$ cat src/rtl/yutorina_bus_if_if.sv
// External bus bundle between the MEM-stage bus interface (master) and the
// system bus (slave); all strobes are active-low.
interface yutorina_bus_if_if #(
  parameter int ADDR_W = 30,
  parameter int DATA_W = 32
);
  logic              bus_req_;
  logic              bus_grnt_;
  logic              bus_as_;
  logic              bus_rw;
  logic [ADDR_W-1:0] bus_addr;
  logic [DATA_W-1:0] bus_wr_data;
  logic [DATA_W-1:0] bus_rd_data;
  logic              bus_rdy_;

  modport master (
    output bus_req_, bus_as_, bus_rw, bus_addr, bus_wr_data,
    input  bus_grnt_, bus_rd_data, bus_rdy_
  );

  modport slave (
    input  bus_req_, bus_as_, bus_rw, bus_addr, bus_wr_data,
    output bus_grnt_, bus_rd_data, bus_rdy_
  );
endinterface

$ cat src/rtl/yutorina_bus_if.sv
// MEM-stage bus interface: arbitrates for the bus, runs one read/write cycle
// with a timeout, and holds load data while the pipeline is stalled.
module yutorina_bus_if #(
  parameter int TIMEOUT_CYC = 255,
  parameter int ADDR_W      = 30,
  parameter int DATA_W      = 32
) (
  input  logic              clk,
  input  logic              reset,
  input  logic              stall,
  input  logic              flush,
  input  logic              as_,
  input  logic              rw,
  input  logic [ADDR_W-1:0] addr,
  input  logic [DATA_W-1:0] wr_data,
  output logic [DATA_W-1:0] rd_data,
  output logic              busy,
  output logic              bus_err,
  yutorina_bus_if_if.master bus
);

  localparam logic [7:0] TMO_LAST = 8'(TIMEOUT_CYC - 1);
  localparam logic       READ     = 1'b1;

  typedef enum logic [1:0] {IDLE, REQ, ACCESS, STALL} state_t;

  state_t            state;
  logic [7:0]        cnt;
  logic [DATA_W-1:0] rd_buf;

  logic start;
  logic rdy;
  logic tmo;

  assign start = (state == IDLE) && !as_ && !flush;
  assign rdy   = (state == ACCESS) && !bus.bus_rdy_;
  // Ready in the last allowed cycle still counts as success.
  assign tmo   = (state == ACCESS) && bus.bus_rdy_ && (cnt == TMO_LAST);

  // bus_err is decoded from state so it pulses in the aborting cycle itself,
  // together with the released busy and zeroed rd_data.
  assign bus_err = tmo;

  always_comb begin
    busy    = 1'b0;
    rd_data = '0;
    case (state)
      IDLE:   busy = start;
      REQ:    busy = 1'b1;
      ACCESS: begin
        busy = bus.bus_rdy_ && !tmo;
        if (rdy && bus.bus_rw) rd_data = bus.bus_rd_data;
      end
      STALL:  rd_data = rd_buf;
      default: begin
        busy    = 1'b0;
        rd_data = '0;
      end
    endcase
  end

  always_ff @(posedge clk or posedge reset) begin
    if (reset) begin
      state           <= IDLE;
      bus.bus_req_    <= 1'b1;
      bus.bus_as_     <= 1'b1;
      bus.bus_rw      <= READ;
      bus.bus_addr    <= '0;
      bus.bus_wr_data <= '0;
      rd_buf          <= '0;
      cnt             <= '0;
    end else begin
      case (state)
        IDLE: begin
          if (start) begin
            bus.bus_req_ <= 1'b0;
            state        <= REQ;
          end
        end
        REQ: begin
          // Flush wins over a grant arriving in the same cycle.
          if (flush) begin
            bus.bus_req_ <= 1'b1;
            state        <= IDLE;
          end else if (!bus.bus_grnt_) begin
            bus.bus_as_     <= 1'b0;
            bus.bus_rw      <= rw;
            bus.bus_addr    <= addr;
            bus.bus_wr_data <= wr_data;
            cnt             <= '0;
            state           <= ACCESS;
          end
        end
        ACCESS: begin
          // Flush is deliberately ignored here: a started bus cycle must finish.
          bus.bus_as_ <= 1'b1;
          if (rdy) begin
            if (bus.bus_rw) rd_buf <= bus.bus_rd_data;
            bus.bus_req_ <= 1'b1;
            state        <= stall ? STALL : IDLE;
          end else if (tmo) begin
            rd_buf       <= '0;
            bus.bus_req_ <= 1'b1;
            state        <= stall ? STALL : IDLE;
          end else begin
            cnt <= cnt + 8'd1;
          end
        end
        STALL: begin
          if (!stall || flush) state <= IDLE;
        end
        default: state <= IDLE;
      endcase
    end
  end

endmodule

$ cat src/flat_wrapper.sv
// flat-port wrapper written by rule: the top's interface ports become plain ports
module yutorina_bus_if_flat 
#(
  parameter int TIMEOUT_CYC = 255,
  parameter int ADDR_W      = 30,
  parameter int DATA_W      = 32
)
  (clk, reset, stall, flush, as_, rw, addr, wr_data, rd_data, busy, bus_err, bus_bus_req_, bus_bus_as_, bus_bus_rw, bus_bus_addr, bus_bus_wr_data, bus_bus_grnt_, bus_bus_rd_data, bus_bus_rdy_);
  yutorina_bus_if_if #(.ADDR_W(ADDR_W), .DATA_W(DATA_W)) bus_i ();
  input  logic clk;
  input  logic reset;
  input  logic stall;
  input  logic flush;
  input  logic as_;
  input  logic rw;
  input  logic [ADDR_W-1:0] addr;
  input  logic [DATA_W-1:0] wr_data;
  output logic [DATA_W-1:0] rd_data;
  output logic busy;
  output logic bus_err;
  output wire logic [$bits(bus_i.bus_req_)-1:0] bus_bus_req_;
  output wire logic [$bits(bus_i.bus_as_)-1:0] bus_bus_as_;
  output wire logic [$bits(bus_i.bus_rw)-1:0] bus_bus_rw;
  output wire logic [$bits(bus_i.bus_addr)-1:0] bus_bus_addr;
  output wire logic [$bits(bus_i.bus_wr_data)-1:0] bus_bus_wr_data;
  input wire logic [$bits(bus_i.bus_grnt_)-1:0] bus_bus_grnt_;
  input wire logic [$bits(bus_i.bus_rd_data)-1:0] bus_bus_rd_data;
  input wire logic [$bits(bus_i.bus_rdy_)-1:0] bus_bus_rdy_;
  assign bus_bus_req_ = bus_i.bus_req_;
  assign bus_bus_as_ = bus_i.bus_as_;
  assign bus_bus_rw = bus_i.bus_rw;
  assign bus_bus_addr = bus_i.bus_addr;
  assign bus_bus_wr_data = bus_i.bus_wr_data;
  assign bus_i.bus_grnt_ = bus_bus_grnt_;
  assign bus_i.bus_rd_data = bus_bus_rd_data;
  assign bus_i.bus_rdy_ = bus_bus_rdy_;
  yutorina_bus_if #(.TIMEOUT_CYC(TIMEOUT_CYC), .ADDR_W(ADDR_W), .DATA_W(DATA_W)) u_core (.clk(clk), .reset(reset), .stall(stall), .flush(flush), .as_(as_), .rw(rw), .addr(addr), .wr_data(wr_data), .rd_data(rd_data), .busy(busy), .bus_err(bus_err), .bus(bus_i));
endmodule
$ cat config.mk
export PLATFORM = sky130hd
export DESIGN_NAME = yutorina_bus_if_flat
export DESIGN_NICKNAME = d
export VERILOG_FILES = /design/src/rtl/yutorina_bus_if_if.sv /design/src/rtl/yutorina_bus_if.sv /design/src/flat_wrapper.sv
export SDC_FILE = /design/constraint.sdc
export NUM_CORES = 1
export LEC_CHECK = 0
export ABC_AREA = 0
export BUFFER_PORTS_ARGS = -buffer_cell sky130_fd_sc_hd__clkbuf_2
export CORE_MARGIN = 3
export CORE_UTILIZATION = 40
export DETAILED_ROUTE_END_ITERATION = 8
export PLACE_DENSITY = 0.75
export SLEW_MARGIN = 20
export SYNTH_ARGS = -nofsm -noshare
export SYNTH_HDL_FRONTEND = slang
export SYNTH_SLANG_ARGS = --single-unit
$ cat constraint.sdc
create_clock -name clk -period 4.15 [get_ports clk]
set_clock_uncertainty 0.05 [all_clocks]
set_input_delay 0.2075 -clock clk [delete_from_list [all_inputs] [get_ports clk]]
set_output_delay 0.2075 -clock clk [all_outputs]
set_load 0.1 [all_outputs]
==> Word level (Yosys, flattened, before mapping) <==
Index checks and enable logic that the tools add are counted.
{ "totals": {"ff_bits": 107, "input_bits": 102, "out_inout_bits": 99, "word_cells": 75} }
{ "classes": {"addsub": 1, "eq_ne": 14, "mux": 27, "bitwise": 2, "reduce_logical": 23} }
{ "ops": {"columns": ["op", "n"], "rows": [
  ["$mux W32", 4],
  ["$pmux W32 S2", 1],
  ["$mux W8", 4],
  ["$pmux W8 S2", 1],
  ["$mux W2", 7],
  ["$ne A2 B2 Y1 const B", 5],
  ["$reduce_and A3 Y1", 3],
  ["$add A8 B1 Y8 const B", 1],
  ["$eq A8 B8 Y1 const B", 1],
  ["$pmux W2 S4", 1],
  ["$reduce_and A4 Y1", 2],
  ["$logic_and A1 B1 Y1", 7],
  ["$mux W1", 6],
  ["$ne A2 B1 Y1 const B", 3],
  ["$pmux W1 S3", 2],
  ["$logic_not A1 Y1", 5],
  ["$reduce_and A5 Y1", 1],
  ["$eq A2 B2 Y1 const B", 2],
  ["$reduce_bool A2 Y1", 2],
  ["$ne A3 B1 Y1 const B", 1],
  ["$ne A3 B3 Y1 const B", 1],
  ["$reduce_bool A3 Y1", 1],
  ["$eq A2 B1 Y1 const B", 1],
  ["$logic_not A2 Y1", 1],
  ["3 further kinds", 4]
]} }

==> Longest topological paths before layout <==
{ "depth": {"ltp_word": 6, "mapped_depth": 7, "ltp_nobuf": 6} }

==> Least setup slack after synthesis <==
OpenSTA, ideal clock, no wires.
{ "synth_path": {"kind": "reg-to-output", "startpoint": "register u_core.state[0]", "endpoint": "output port bus_err", "t_arrival_ns": 3.861, "required_time_ns": 3.893, "slack_ns": 0.031, "stages_incl_launch_ff": 6, "path_buffers": 1, "cell_sequence": "dfrtp_1 inv_1 ha_1 clkbuf_1 nand2_1 nor4_1"} }
{ "synth_via": {"elab_chain_len": 3} }
{ "synth_lines": {"columns": ["element", "line_no", "text"], "rows": [
  ["from (decl)", "yutorina_bus_if.sv:27", "state_t state;"],
  ["from (signal assigned)", "yutorina_bus_if.sv:100", "state <= stall ? STALL : IDLE;"],
  ["from (signal assigned)", "yutorina_bus_if.sv:104", "state <= stall ? STALL : IDLE;"],
  ["$eq A2 B2 Y1", "yutorina_bus_if.sv:38", "assign tmo = (state == ACCESS) && bus.bus_rdy_ && (cnt == TMO_LAST);"],
  ["$logic_and A1 B1 Y1 (2 in a row)", "yutorina_bus_if.sv:38", null],
  ["to (decl)", "flat_wrapper.sv:20", "output logic bus_err;"]
]} }
Every way passes these cells.

==> Worst setup path after layout <==
{ "layout_path": {"startpoint": "register u_core.state[0]", "endpoint": "output port rd_data[16]"} }
{ "layout_via": {"elab_chain_len": 5, "elab_cells_between_ends": 6, "classes_between": "eq/ne: 2; mux: 2; reduce/logical: 2"} }
{ "layout_lines": {"columns": ["element", "line_no", "text"], "rows": [
  ["$eq A2 B2 Y1", "yutorina_bus_if.sv:36, yutorina_bus_if.sv:47", null],
  ["$logic_and A1 B1 Y1", "yutorina_bus_if.sv:36", "assign rdy = (state == ACCESS) && !bus.bus_rdy_;"],
  ["$logic_and A1 B1 Y1", "yutorina_bus_if.sv:52", "if (rdy && bus.bus_rw) rd_data = bus.bus_rd_data;"],
  ["$mux W32", "yutorina_bus_if.sv:52", null],
  ["$pmux W32 S2 (*)", "yutorina_bus_if.sv:47", "case (state)"],
  ["to (decl)", "flat_wrapper.sv:18", "output logic [DATA_W-1:0] rd_data;"]
]} }
Every way passes the cells marked *; elsewhere a longest branch is shown, timed or not.

==> metrics.md <==
| Metric | Value |
|---|---|
| Fmax | 339 MHz |
| Area of the multi-input gates | 1800 sq um |
| Core box area | 11000 sq um |
| Max cap viols | 0 |
| Xor and xnor area share after synthesis | 0 |
| Total Wirelength | 12300 um |
| GRT overflow | 0 |
| Routed vias/inst | 5.04 |
| Slew Limit Fails | 0 |
| R2r endpoint | u_core.cnt[5] |
| # fillers | 931 |
| Largest net degree at the start of global routing | 69 |
| Antenna diodes | 0 |
| Mux cell area share after synthesis | 0.0114 |
| Adder-Cell Fraction of Synth Area | 0.0191 |
| CTS buffer count | 9 |
| Clk slew on worst S/H paths | 0.07 ns |
| Worst setup EP type | output pin |
| H-tree Lvls | 3 |
| R2R Path Start | u_core.state[1] |
| WL/cell | 14.6 um |
| Io pins | 201 |
| Clock Sinks | 107 |
| Layout cell share with drive strength beyond 1 | 0.331 |
| #FFs+latches synth | 107 |
| Critical path endpoint | rd_data[16] |
| Hold Slack | 0.00597 ns |
| Syn Inst Count | 471 |
| Net Count, Synth | 580 |
| Post-synth top area share | 0.566 |
| Placed Area | 5700 sq um |
| Via count | 4257 |
| FF-to-FF path depth | 7 |
| Die Width | 113 um |
| TritonRoute pass-1 iters | 4 |
| Nets@finish | 808 |
| Yosys cell types | 38 |
| Rows | 38 |
| GP Congestion | 0.860 |
| Detail Route Antenna Nets | 0 |
| Die area | 12800 sq um |
| Post-CTS Resized | 0 |
| Placed wire-length estimate | 8190 um |
| Vias in the first global route | 4216 |
| Data arrival time of the critical path | 2.70 ns |
| Hold crit path type | primary input to flip-flop |
| First-pass GRT wire length | 20200 um |
| Clock Path Buffers | 2 |
| FFs w/ async S/R, synth | 1.00 |
| Tot GR Track Use | 0.193 |
| Starting Density | 0.417 |
| Post-route clock period utilization | 0.712 |
| Least-Margin Pin Slew | 0.823 ns |
| Ys Warns | 0 |
| Initial antenna violation count | 0 |
| Sum Neg Setup Slack | 0 ns |
| Placed Cells | 784 |
| Starting DRT DRC Count | 302 |
| Post-route cell area | 6440 sq um |
| Syn Area/Cell | 9.76 sq um |
| Non-Filler Instances | 844 |
| Top cell type by total area after synthesis | dfrtp_1 |
| Worst skew pair latency | 0.34 ns |
| Final hold violation count | 0 |
| R2R setup slack | 1.56 ns |
| DRC | 0 |
| Post-Syn Area | 4600 sq um |
| Worst Path Required | 3.89 ns |
| Layout overhead on the synthesized area | 40.1% |
| Post-synthesis simple-gate area fraction | 0.204 |
| Synth Flop Type | dfrtp_1 |
| CTS root buffer | clkbuf_16 |
| Port bufs | 200 |
| Post-synth EDFFs | 0 |
| Crit path max fanout | 64 |
| Main area contributors after synthesis | dfrtp_1 57%, nand2_1 16%, a22o_1 12% |
| Setup crit start | u_core.state[0] |
| RSZ-0062 raised after global routing | no |
| Main combinational cell family by area after synthesis | simple AND/OR/NAND/NOR gates |
| Crit path kind | flip-flop to output pin |
| Startpoint Class | flip-flop |
| Worst slew margin | 0.451 |
| Die height | 113 um |
| Outcome | completed |
| Post-synthesis sequential area ratio | 0.583 |
| Register Area | 2680 sq um |
| CTS tree | done |
| Finish-stage setup viols | 0 |
| Compound-Gate Fraction of Synth Area | 0.151 |
| Min Tclk post-route | 2.95 ns |
==> cell type report <==
class / instances / area share
inverters: 7 / 0.00447
clock inverters: 7 / 0.0118
repair buffers: 247 / 0.226
flip-flops and latches: 107 / 0.416
clock buffers: 9 / 0.0350
well taps: 140 / 0.0272
multi-input cells: 327 / 0.279
==> registers in the layout (all words and copies together) (netlist names) <==
register,cells
u_core.state,2
u_core.bus.bus_as_,1
u_core.bus.bus_rw,1
u_core.bus.bus_wr_data,32
u_core.bus.bus_req_,1
u_core.cnt,8
u_core.bus.bus_addr,30
u_core.rd_buf,32
==> metal layers <==
| layer | GRT usage | part of all wire | vias up |
|---|---|---|---|
| met2 | 0.302 | 0.47 | 182 |
| met4 | 0.0601 | 0.021 | 0 |
| met5 | 0 | 0 | - |
| met1 | 0.254 | 0.43 | 2007 |
| li1 | - | - | 2044 |
| met3 | 0.0684 | 0.084 | 24 |
==> cells by family after synthesis <==
family / count (synthesis)
adders and majority gates: 7
buffers and inverters: 37
and+or+nand+nor: 231
muxes: 5
AOI/OAI and AO/OA: 84
DFF: 107
==> worst min path at each step <==
| stage | startpoint | end | cells past startpoint |
|---|---|---|---|
| 2_1_floorplan | rw | u_core.bus.bus_rw | 2 |
| 3_3_place_gp | addr[1] | u_core.bus.bus_addr[1] | 3 |
| 3_5_place_dp | wr_data[12] | u_core.bus.bus_wr_data[12] | 3 |
| 4_1_cts | wr_data[26] | u_core.bus.bus_wr_data[26] | 3 |
| 5_1_grt | wr_data[28] | u_core.bus.bus_wr_data[28] | 3 |
| 6_report | wr_data[28] | u_core.bus.bus_wr_data[28] | 3 |
==> cell usage after synthesis (5+ instances only) <==
cell and instances:
a22o_1 64, clkbuf_1 23, ha_1 7, nand2_1 199
a21oi_1 6, inv_1 7, dfrtp_1 104, buf_1 5
nor2_1 9
==> per-stage QoR <==
stage	utilization	worst slack (ns)
2_1_floorplan	-	0.0314
3_3_place_gp	0.516	1.44
3_5_place_dp	0.517	1.25
4_1_cts	0.583	0.865
5_1_grt	0.584	1.01
6_report	0.584	1.20
==> critical path, cell delays in order, from the launching register on <==
cell	delay (ns)
dfrtp_1	0.41
inv_1	0.13
ha_1	0.46
and2_4	0.63
a22o_1	0.23
clkbuf_2	0.46
==> repair_timing <==
| action | 4_1_cts | 5_1_grt |
|---|---|---|
| setup buffers | 0 | 0 |
| endpoints found under the hold margin | 89 | 0 |
| hold buffers | 43 | 0 |
==> layout by cell type, fill, tap and decap left out, types with 2 or more instances in the layout <==
cell type | Yosys | final
nand2_1 | 199 | 199
nand4b_1 | 2 | 2
nor2_1 | 9 | 8
a21oi_1 | 6 | 6
dfrtp_1 | 104 | 104
and4_1 | 2 | 2
mux2i_1 | 3 | 3
clkbuf_2 | 0 | 201
nand2b_1 | 3 | 3
nand3_1 | 3 | 3
inv_1 | 7 | 6
a22o_1 | 64 | 64
dfstp_2 | 3 | 3
nor4_1 | 2 | 2
ha_1 | 7 | 6
clkbuf_16 | 0 | 9
o21ai_0 | 3 | 3
nand4_1 | 3 | 3
buf_4 | 1 | 3
mux2_2 | 2 | 2
dlygate4sd3_1 | 0 | 43
a31o_2 | 2 | 2
clkinv_2 | 0 | 2
Power is not shown: default switching activity piles up to over one toggle a cycle in this logic, so the estimate is an artifact.
